`config.mk`:
```
export PLATFORM = sky130hd
export DESIGN_NAME = mem_bus_arbiter
export DESIGN_NICKNAME = d
export VERILOG_FILES = /design/src/rtl/mem_arb_pkg.sv /design/src/rtl/mem_bus_arbiter_rr_pick5.sv /design/src/rtl/mem_bus_arbiter.sv
export SDC_FILE = /design/constraint.sdc
export NUM_CORES = 1
export LEC_CHECK = 0
export ABC_AREA = 1
export ABC_CLOCK_PERIOD_IN_PS = 4700
export CORE_UTILIZATION = 38
export DETAILED_ROUTE_END_ITERATION = 8
export GPL_TIMING_DRIVEN = 0
export RECOVER_POWER = 100
export SYNTH_ARGS = -nofsm -noshare
export SYNTH_HDL_FRONTEND = slang
export SYNTH_SLANG_ARGS = --single-unit
```
`constraint.sdc`:
```
create_clock -name clk -period 4.7 [get_ports clk]
set_clock_uncertainty 0.1 [all_clocks]
set_input_delay 1.41 -clock clk [delete_from_list [all_inputs] [get_ports clk]]
set_output_delay 1.41 -clock clk [all_outputs]
set_load 0.05 [all_outputs]
```
`src/rtl/mem_arb_pkg.sv`:
```
// Shared definitions for the QSPI memory-port arbiter: source indices, FSM encoding,
// request payload layout and the watchdog default.
package mem_arb_pkg;

    localparam int unsigned NSRC   = 5;
    localparam int unsigned IDX_W  = 3;
    localparam int unsigned ADR_W  = 32;
    localparam int unsigned DATA_W = 32;

    localparam int unsigned SRC_DW = 0;
    localparam int unsigned SRC_DR = 1;
    localparam int unsigned SRC_IR = 2;
    localparam int unsigned SRC_UW = 3;
    localparam int unsigned SRC_UR = 4;

    localparam int unsigned TIMEOUT_CYC = 4096;
    localparam int unsigned TMO_W       = 13;

    typedef enum logic [1:0] {
        ST_IDLE    = 2'd0,
        ST_ISSUE   = 2'd1,
        ST_WAIT_RD = 2'd2,
        ST_WAIT_WR = 2'd3
    } arb_state_e;

    // Latched request as captured from a source; read sources carry zero data.
    typedef struct packed {
        logic              w;
        logic              hw;
        logic [ADR_W-1:0]  adr;
        logic [DATA_W-1:0] data;
    } mem_req_t;

    typedef struct packed {
        logic             w;
        logic             hw;
        logic [ADR_W-1:0] adr;
    } rd_cmd_t;

    function automatic logic is_write_src(input logic [IDX_W-1:0] idx);
        return (idx == IDX_W'(SRC_DW)) || (idx == IDX_W'(SRC_UW));
    endfunction

    // Round-robin pointer update: one past the grant, wrapping at NSRC.
    function automatic logic [IDX_W-1:0] ptr_after(input logic [IDX_W-1:0] g);
        return (g >= IDX_W'(NSRC - 1)) ? '0 : g + IDX_W'(1);
    endfunction

endpackage

```
`src/rtl/mem_bus_arbiter_rr_pick5.sv`:
```
// rr_pick5: combinational circular first-one finder over the five pending flags,
// starting the search at the round-robin pointer.
module rr_pick5
    import mem_arb_pkg::*;
(
    input  logic [NSRC-1:0]  pend,
    input  logic [IDX_W-1:0] ptr,
    output logic [IDX_W-1:0] grant_idx_c,
    output logic             grant_vld_c
);

    localparam int unsigned SUM_W = IDX_W + 1;

    logic [IDX_W-1:0] base_c;
    logic [SUM_W-1:0] sum_c;
    logic [IDX_W-1:0] idx_c;

    always_comb begin
        grant_idx_c = '0;
        grant_vld_c = 1'b0;
        sum_c       = '0;
        idx_c       = '0;
        // An out-of-range pointer cannot occur, but is folded to 0 for safety.
        base_c      = (ptr < IDX_W'(NSRC)) ? ptr : '0;
        for (int unsigned k = 0; k < NSRC; k++) begin
            sum_c = SUM_W'(base_c) + SUM_W'(k);
            if (sum_c >= SUM_W'(NSRC)) begin
                sum_c = sum_c - SUM_W'(NSRC);
            end
            idx_c = IDX_W'(sum_c);
            if (!grant_vld_c && pend[idx_c]) begin
                grant_vld_c = 1'b1;
                grant_idx_c = idx_c;
            end
        end
    end

endmodule

```
`src/rtl/mem_bus_arbiter.sv`:
```
// mem_bus_arbiter: round-robin sequencer putting five request sources onto one QSPI port.
// Define MEM_ARB_TIMEOUT_EN to add the wait-state watchdog and the sticky arb_timeout output.
module mem_bus_arbiter
    import mem_arb_pkg::*;
(
    input  logic        clk,
    input  logic        rst_n,

    input  logic        i_read_req,
    input  logic        i_read_w,
    input  logic        i_read_hw,
    input  logic [31:0] i_read_adr,
    input  logic        d_read_req,
    input  logic        d_read_w,
    input  logic        d_read_hw,
    input  logic [31:0] d_read_adr,
    input  logic        u_read_req,
    input  logic        u_read_w,
    input  logic [31:0] u_read_adr,

    input  logic        d_write_req,
    input  logic        d_write_w,
    input  logic        d_write_hw,
    input  logic [31:0] d_write_adr,
    input  logic [31:0] d_write_data,
    input  logic        u_write_req,
    input  logic        u_write_w,
    input  logic [31:0] u_write_adr,
    input  logic [31:0] u_write_data,

    output logic        read_req,
    output logic        read_w,
    output logic        read_hw,
    output logic [31:0] read_adr,
    output logic        write_req,
    output logic        write_w,
    output logic        write_hw,
    output logic [31:0] write_adr,
    output logic [31:0] write_data,
    input  logic        read_valid,
    input  logic        write_finish,

    output logic        i_read_valid,
    output logic        d_read_valid,
    output logic        u_read_valid,
    output logic        d_write_finish,
    output logic        u_write_finish,
    output logic        arb_busy,
    output logic        req_overrun
`ifdef MEM_ARB_TIMEOUT_EN
    ,
    output logic        arb_timeout
`endif
);

    arb_state_e       state_q, state_d;
    logic [NSRC-1:0]  req_vec, pend_q, pend_d, clr_vec, take_vec;
    mem_req_t         in_req [NSRC];
    mem_req_t         slot_q [NSRC];
    mem_req_t         slot_d [NSRC];
    logic [IDX_W-1:0] ptr_q, ptr_d, grant_q, grant_d;
    logic [IDX_W-1:0] pick_idx_c;
    logic             pick_vld_c;
    rd_cmd_t          rd_q, rd_d;
    mem_req_t         wr_q, wr_d;
    logic             read_req_q, read_req_d, write_req_q, write_req_d;
    logic             busy_q, busy_d;
    logic             overrun_q, overrun_d;
    logic             rd_done_c, wr_done_c, tmo_hit_c;

    // Gather the five request ports into index-ordered vectors.
    always_comb begin
        req_vec         = '0;
        req_vec[SRC_DW] = d_write_req;
        req_vec[SRC_DR] = d_read_req;
        req_vec[SRC_IR] = i_read_req;
        req_vec[SRC_UW] = u_write_req;
        req_vec[SRC_UR] = u_read_req;
        in_req[SRC_DW]  = '{w: d_write_w, hw: d_write_hw, adr: d_write_adr, data: d_write_data};
        in_req[SRC_DR]  = '{w: d_read_w,  hw: d_read_hw,  adr: d_read_adr,  data: '0};
        in_req[SRC_IR]  = '{w: i_read_w,  hw: i_read_hw,  adr: i_read_adr,  data: '0};
        in_req[SRC_UW]  = '{w: u_write_w, hw: 1'b0,       adr: u_write_adr, data: u_write_data};
        in_req[SRC_UR]  = '{w: u_read_w,  hw: 1'b0,       adr: u_read_adr,  data: '0};
    end

    // Capture: a new pulse beats the owner's completion clear; a pulse on a still-pending source is dropped.
    always_comb begin
        pend_d    = (pend_q & ~clr_vec) | req_vec;
        take_vec  = req_vec & (~pend_q | clr_vec);
        overrun_d = overrun_q | (|(req_vec & pend_q & ~clr_vec));
        for (int unsigned k = 0; k < NSRC; k++) begin
            slot_d[k] = take_vec[k] ? in_req[k] : slot_q[k];
        end
    end

    always_ff @(posedge clk or negedge rst_n) begin
        if (!rst_n) begin
            pend_q    <= '0;
            overrun_q <= 1'b0;
            for (int unsigned k = 0; k < NSRC; k++) begin
                slot_q[k] <= '0;
            end
        end else begin
            pend_q    <= pend_d;
            overrun_q <= overrun_d;
            for (int unsigned k = 0; k < NSRC; k++) begin
                slot_q[k] <= slot_d[k];
            end
        end
    end

    rr_pick5 u_pick (
        .pend        (pend_q),
        .ptr         (ptr_q),
        .grant_idx_c (pick_idx_c),
        .grant_vld_c (pick_vld_c)
    );

    // FSM state register.
    always_ff @(posedge clk or negedge rst_n) begin
        if (!rst_n) begin
            state_q <= ST_IDLE;
        end else begin
            state_q <= state_d;
        end
    end

    // FSM next state.
    always_comb begin
        state_d = state_q;
        unique case (state_q)
            ST_IDLE:    if (pick_vld_c) state_d = ST_ISSUE;
            ST_ISSUE:   state_d = is_write_src(grant_q) ? ST_WAIT_WR : ST_WAIT_RD;
            ST_WAIT_RD: if (read_valid || tmo_hit_c) state_d = ST_IDLE;
            ST_WAIT_WR: if (write_finish || tmo_hit_c) state_d = ST_IDLE;
            default:    state_d = ST_IDLE;
        endcase
    end

    // FSM outputs: memory command loaded on grant, completion routing and pointer advance.
    always_comb begin
        read_req_d  = 1'b0;
        write_req_d = 1'b0;
        rd_d        = rd_q;
        wr_d        = wr_q;
        grant_d     = grant_q;
        ptr_d       = ptr_q;
        clr_vec     = '0;
        busy_d      = (state_d != ST_IDLE);
        rd_done_c   = (state_q == ST_WAIT_RD) && (read_valid || tmo_hit_c);
        wr_done_c   = (state_q == ST_WAIT_WR) && (write_finish || tmo_hit_c);
        if ((state_q == ST_IDLE) && pick_vld_c) begin
            grant_d = pick_idx_c;
            if (is_write_src(pick_idx_c)) begin
                write_req_d = 1'b1;
                wr_d        = slot_q[pick_idx_c];
            end else begin
                read_req_d  = 1'b1;
                rd_d.w      = slot_q[pick_idx_c].w;
                rd_d.hw     = slot_q[pick_idx_c].hw;
                rd_d.adr    = slot_q[pick_idx_c].adr;
            end
        end
        if (rd_done_c || wr_done_c) begin
            clr_vec[grant_q] = 1'b1;
            ptr_d            = ptr_after(grant_q);
        end
    end

    always_ff @(posedge clk or negedge rst_n) begin
        if (!rst_n) begin
            read_req_q  <= 1'b0;
            write_req_q <= 1'b0;
            rd_q        <= '0;
            wr_q        <= '0;
            grant_q     <= '0;
            ptr_q       <= '0;
            busy_q      <= 1'b0;
        end else begin
            read_req_q  <= read_req_d;
            write_req_q <= write_req_d;
            rd_q        <= rd_d;
            wr_q        <= wr_d;
            grant_q     <= grant_d;
            ptr_q       <= ptr_d;
            busy_q      <= busy_d;
        end
    end

`ifdef MEM_ARB_TIMEOUT_EN
    logic [TMO_W-1:0] tmo_cnt_q, tmo_cnt_d;
    logic             tmo_flag_q, tmo_flag_d;
    logic             in_wait_c;

    // Watchdog: forces the owner's completion when memory never answers.
    always_comb begin
        in_wait_c  = (state_q == ST_WAIT_RD) || (state_q == ST_WAIT_WR);
        tmo_cnt_d  = in_wait_c ? tmo_cnt_q + TMO_W'(1) : '0;
        tmo_hit_c  = in_wait_c && (tmo_cnt_q == TMO_W'(TIMEOUT_CYC - 1))
                     && !((state_q == ST_WAIT_RD) ? read_valid : write_finish);
        tmo_flag_d = tmo_flag_q | tmo_hit_c;
    end

    always_ff @(posedge clk or negedge rst_n) begin
        if (!rst_n) begin
            tmo_cnt_q  <= '0;
            tmo_flag_q <= 1'b0;
        end else begin
            tmo_cnt_q  <= tmo_cnt_d;
            tmo_flag_q <= tmo_flag_d;
        end
    end

    assign arb_timeout = tmo_flag_q;
`else
    assign tmo_hit_c = 1'b0;
`endif

    assign read_req       = read_req_q;
    assign read_w         = rd_q.w;
    assign read_hw        = rd_q.hw;
    assign read_adr       = rd_q.adr;
    assign write_req      = write_req_q;
    assign write_w        = wr_q.w;
    assign write_hw       = wr_q.hw;
    assign write_adr      = wr_q.adr;
    assign write_data     = wr_q.data;
    assign arb_busy       = busy_q;
    assign req_overrun    = overrun_q;

    // Completion pulses follow read_valid/write_finish in the same cycle, owner only.
    assign d_write_finish = wr_done_c && (grant_q == IDX_W'(SRC_DW));
    assign u_write_finish = wr_done_c && (grant_q == IDX_W'(SRC_UW));
    assign d_read_valid   = rd_done_c && (grant_q == IDX_W'(SRC_DR));
    assign i_read_valid   = rd_done_c && (grant_q == IDX_W'(SRC_IR));
    assign u_read_valid   = rd_done_c && (grant_q == IDX_W'(SRC_UR));

endmodule

```
==> results.md <==
- Number of DRC markers in iteration 0: 1086
- Die width: 210 um
- Detail Route Antenna Nets: 0
- Commonest non-fill, non-tap cell in the layout: nand2_1
- Congestion Overflow GR: 0
- I/O Buffers: 349
- Run status: finished with violations
- FFs w/ async S/R, synth: 1.00
- Register area share after synthesis: 0.530
- Share of post-route cells with drive strength above 1: 0.0810
- # DRC: 0
- Syn Area/Cell: 8.26 um2
- Core Area: 42300 um2
- Min Tclk post-route: 4.61 ns
- TritonCTS clock tree: built
- Most frequent cells in the layout: nand2_1 (490), dfrtp_1 (349), clkdlybuf4s50_1 (242)
- Slew headroom: -0.510
- Worst min path class: flip-flop to flip-flop
- Final setup viols: 0
- Fillers: 4042
- Slew Limit Fails: 34
- Layout net count: 2642
- Vias: 15100
- Clk root buf: clkbuf_16
- Critical R2R Capture: grant_q[2]$_DFFE_PN0P_
- Post-DP Area: 20800 um2
- Via density: 5.02
- Flop2flop setup slack: 0.41 ns
- Top_reg_cell synth: dfrtp_1
- Critical path origin: write_finish
- R2R depth: 17
- Worst-path clk slew: 0.06 ns
- WL per Instance: 19.1 um
- Post-DP HPWL: 44100 um
- Worst skew pair latency: 0.57 ns
- CP top delay family: buffers and inverters
- Multiplexer share of the synthesized area: 0.0451
- Number of max-cap violations: 1
- Core Rows: 75
- Area of the multi-input gates: 6450 um2
- Largest fanout on the critical path: 3
- Yosys reg bits: 349
- I/O Pins: 350
- CP Buf/Inv Count: 2
- Crit start category: input port
- Design area: 22100 um2
- Worst path depth: 4
- Clock buffer depth: 3
- Largest net degree at the start of global routing: 120
- Top cell by count, worst path: clkdlybuf4s50_1
- Max Fclk: 0.217 GHz
- Simple-Gate Fraction of Synth Area: 0.254
- Final hold violation count: 0
- Compound-Gate Fraction of Synth Area: 0.0798
- CP max stage delay: 0.85 ns
- Vias in the first global route: 14900
- RSZ-0062 raised after global routing: no
- Global-route wire length before repair: 87500 um
- Worst Hold Slack: 0.370 ns
- Die H: 210 um
- Violated checks: max-capacitance violations, max-slew violations
- Synth Area in Adders: 0.00911
- Initial Utilization: 0.390
- Tcrit/Tclk final: 0.980
- Post-Syn Area: 16500 um2
- Crit. End Element: output pin
- Critical path's slowest cell: clkdlybuf4s50_1
- Unique masters post-synth: 38
- Worst-Margin Slew: 2.27 ns
- GRT Overall Usage: 0.262
- WL final: 57500 um
- Reg area: 8730 um2
- Worst reg2reg startpoint: ptr_q[0]$_DFFE_PN0P_
- Largest family of logic cells by synthesized area: simple AND/OR/NAND/NOR gates
- H-tree levels: 2
- Initial antenna violation count: 13
- YS warnings: 0
- EDFF count, synth: 0
- First-pass DRT Iterations: 7
- Total CTS buffers: 39
- Post-Syn Instances: 1996
- Post-synthesis xor/xnor area fraction: 0.00357
- CTS Sinks: 349
- GPL Wtd Cong: 0.889
- Post-CTS setup buffers: 0
- Full die area: 44200 um2
- Crit path capture: d_write_finish
- Setup CP Type: input port to output pin
- WP data arrival: 3.10 ns
- Req. time, crit path: 3.19 ns
- Post-synth net total: 2249
- P&R area growth vs syn: 34.3%
- CP Cell Sequence: clkdlybuf4s50_1, nand3_1, nor3_1, clkdlybuf4s50_1
-- Yosys cell counts, types with 4 or more instances --
master / count / area share
nand2_1: 491 / 0.11
dfrtp_1: 349 / 0.53
nand3_1: 239 / 0.073
inv_1: 200 / 0.046
nor2_1: 180 / 0.041
a21oi_1: 168 / 0.051
clkbuf_1: 73 / 0.017
mux2_2: 66 / 0.045
nand4_1: 42 / 0.016
o21ai_0: 42 / 0.013
o21ai_1: 38 / 0.012
buf_2: 31 / 0.0094
ha_1: 12 / 0.0091
inv_2: 11 / 0.0025
buf_1: 9 / 0.0020
nand2_2: 8 / 0.0030
nand3_2: 4 / 0.0024
-- kinds of logic after synthesis --
| family | Yosys count |
|---|---|
| simple gates | 978 |
| mux | 66 |
| xor+xnor | 5 |
| buf+inv | 329 |
| flops | 349 |
| fa+ha+maj | 12 |
| compound gates | 257 |
-- area by class of cell --
class | count | area share
Clock buffer | 60 | 0.0518
Timing Repair Buffer | 352 | 0.161
Sequential cell | 349 | 0.395
Inverter | 212 | 0.0360
Tap cell | 577 | 0.0326
Antenna cell | 6 | 0.000678
Multi-Input combinational cell | 1318 | 0.292
Buffer | 117 | 0.0229
Clock inverter | 11 | 0.00882
-- worst min-delay path by stage --
stage	from	endpoint	slack, ns	cells after the start
finish	write_adr[5]$_DFFE_PN0P_	write_adr[5]$_DFFE_PN0P_	0.37	2
global route	read_adr[7]$_DFFE_PN0P_	read_adr[7]$_DFFE_PN0P_	0.39	2
detailed placement	read_adr[7]$_DFFE_PN0P_	read_adr[7]$_DFFE_PN0P_	0.36	2
global placement	write_adr[16]$_DFFE_PN0P_	write_adr[16]$_DFFE_PN0P_	0.37	2
CTS	read_adr[7]$_DFFE_PN0P_	read_adr[7]$_DFFE_PN0P_	0.38	2
floorplan	slot_q[32]$_DFFE_PN0P_	slot_q[32]$_DFFE_PN0P_	0.38	2
-- sequential cells by signal, indices dropped and copies added, names as in the netlist, 2 cells and up --
name	count
write_data	32
write_adr	32
slot_q	232
pend_q	5
state_q	2
ptr_q	3
read_adr	32
grant_q	3
-- stage by stage --
step | cells | utilization | setup TNS [ns] | worst slack [ns]
detailed placement | 2925 | 0.491 | 0 | 0.0105
CTS | 2996 | 0.523 | 0 | 0.00963
global placement | 2922 | 0.489 | -4694.88 | -13.49
floorplan | 1996 | - | 0 | 0.200
global route | 3000 | 0.523 | 0 | 0.0280
finish | 3002 | 0.523 | 0 | 0.0919
-- metal layers --
layer	wire length, um	track usage	vias up
li1	-	-	7223
met1	24400	0.340	7234
met2	26700	0.424	526
met3	4840	0.0708	86
met4	1500	0.0853	10
met5	72	0	-
-- what timing repair did --
action / CTS / global route
resized for setup: 0 / 6
endpoints found under the setup margin: 0 / 44
hold buffers: 0 / 0
-- worst reg2reg max path: stages, from the launching register on --
cell,delay (ns)
dfrtp_1,0.44
nor2_2,0.18
nand2_2,0.10
buf_6,0.17
ha_1,0.32
nand2_1,0.12
nand2_1,0.16
o21ai_1,0.29
nand3_1,0.13
nand2_1,0.08
nand2_1,0.05
nand2_1,0.20
nor4_1,0.14
nor3_2,0.39
clkbuf_1,0.44
clkbuf_1,0.55
nand2_1,0.22
o21ai_0,0.13
Power is not shown: default switching activity piles up to over one toggle a cycle in this logic, so the estimate is an artifact.
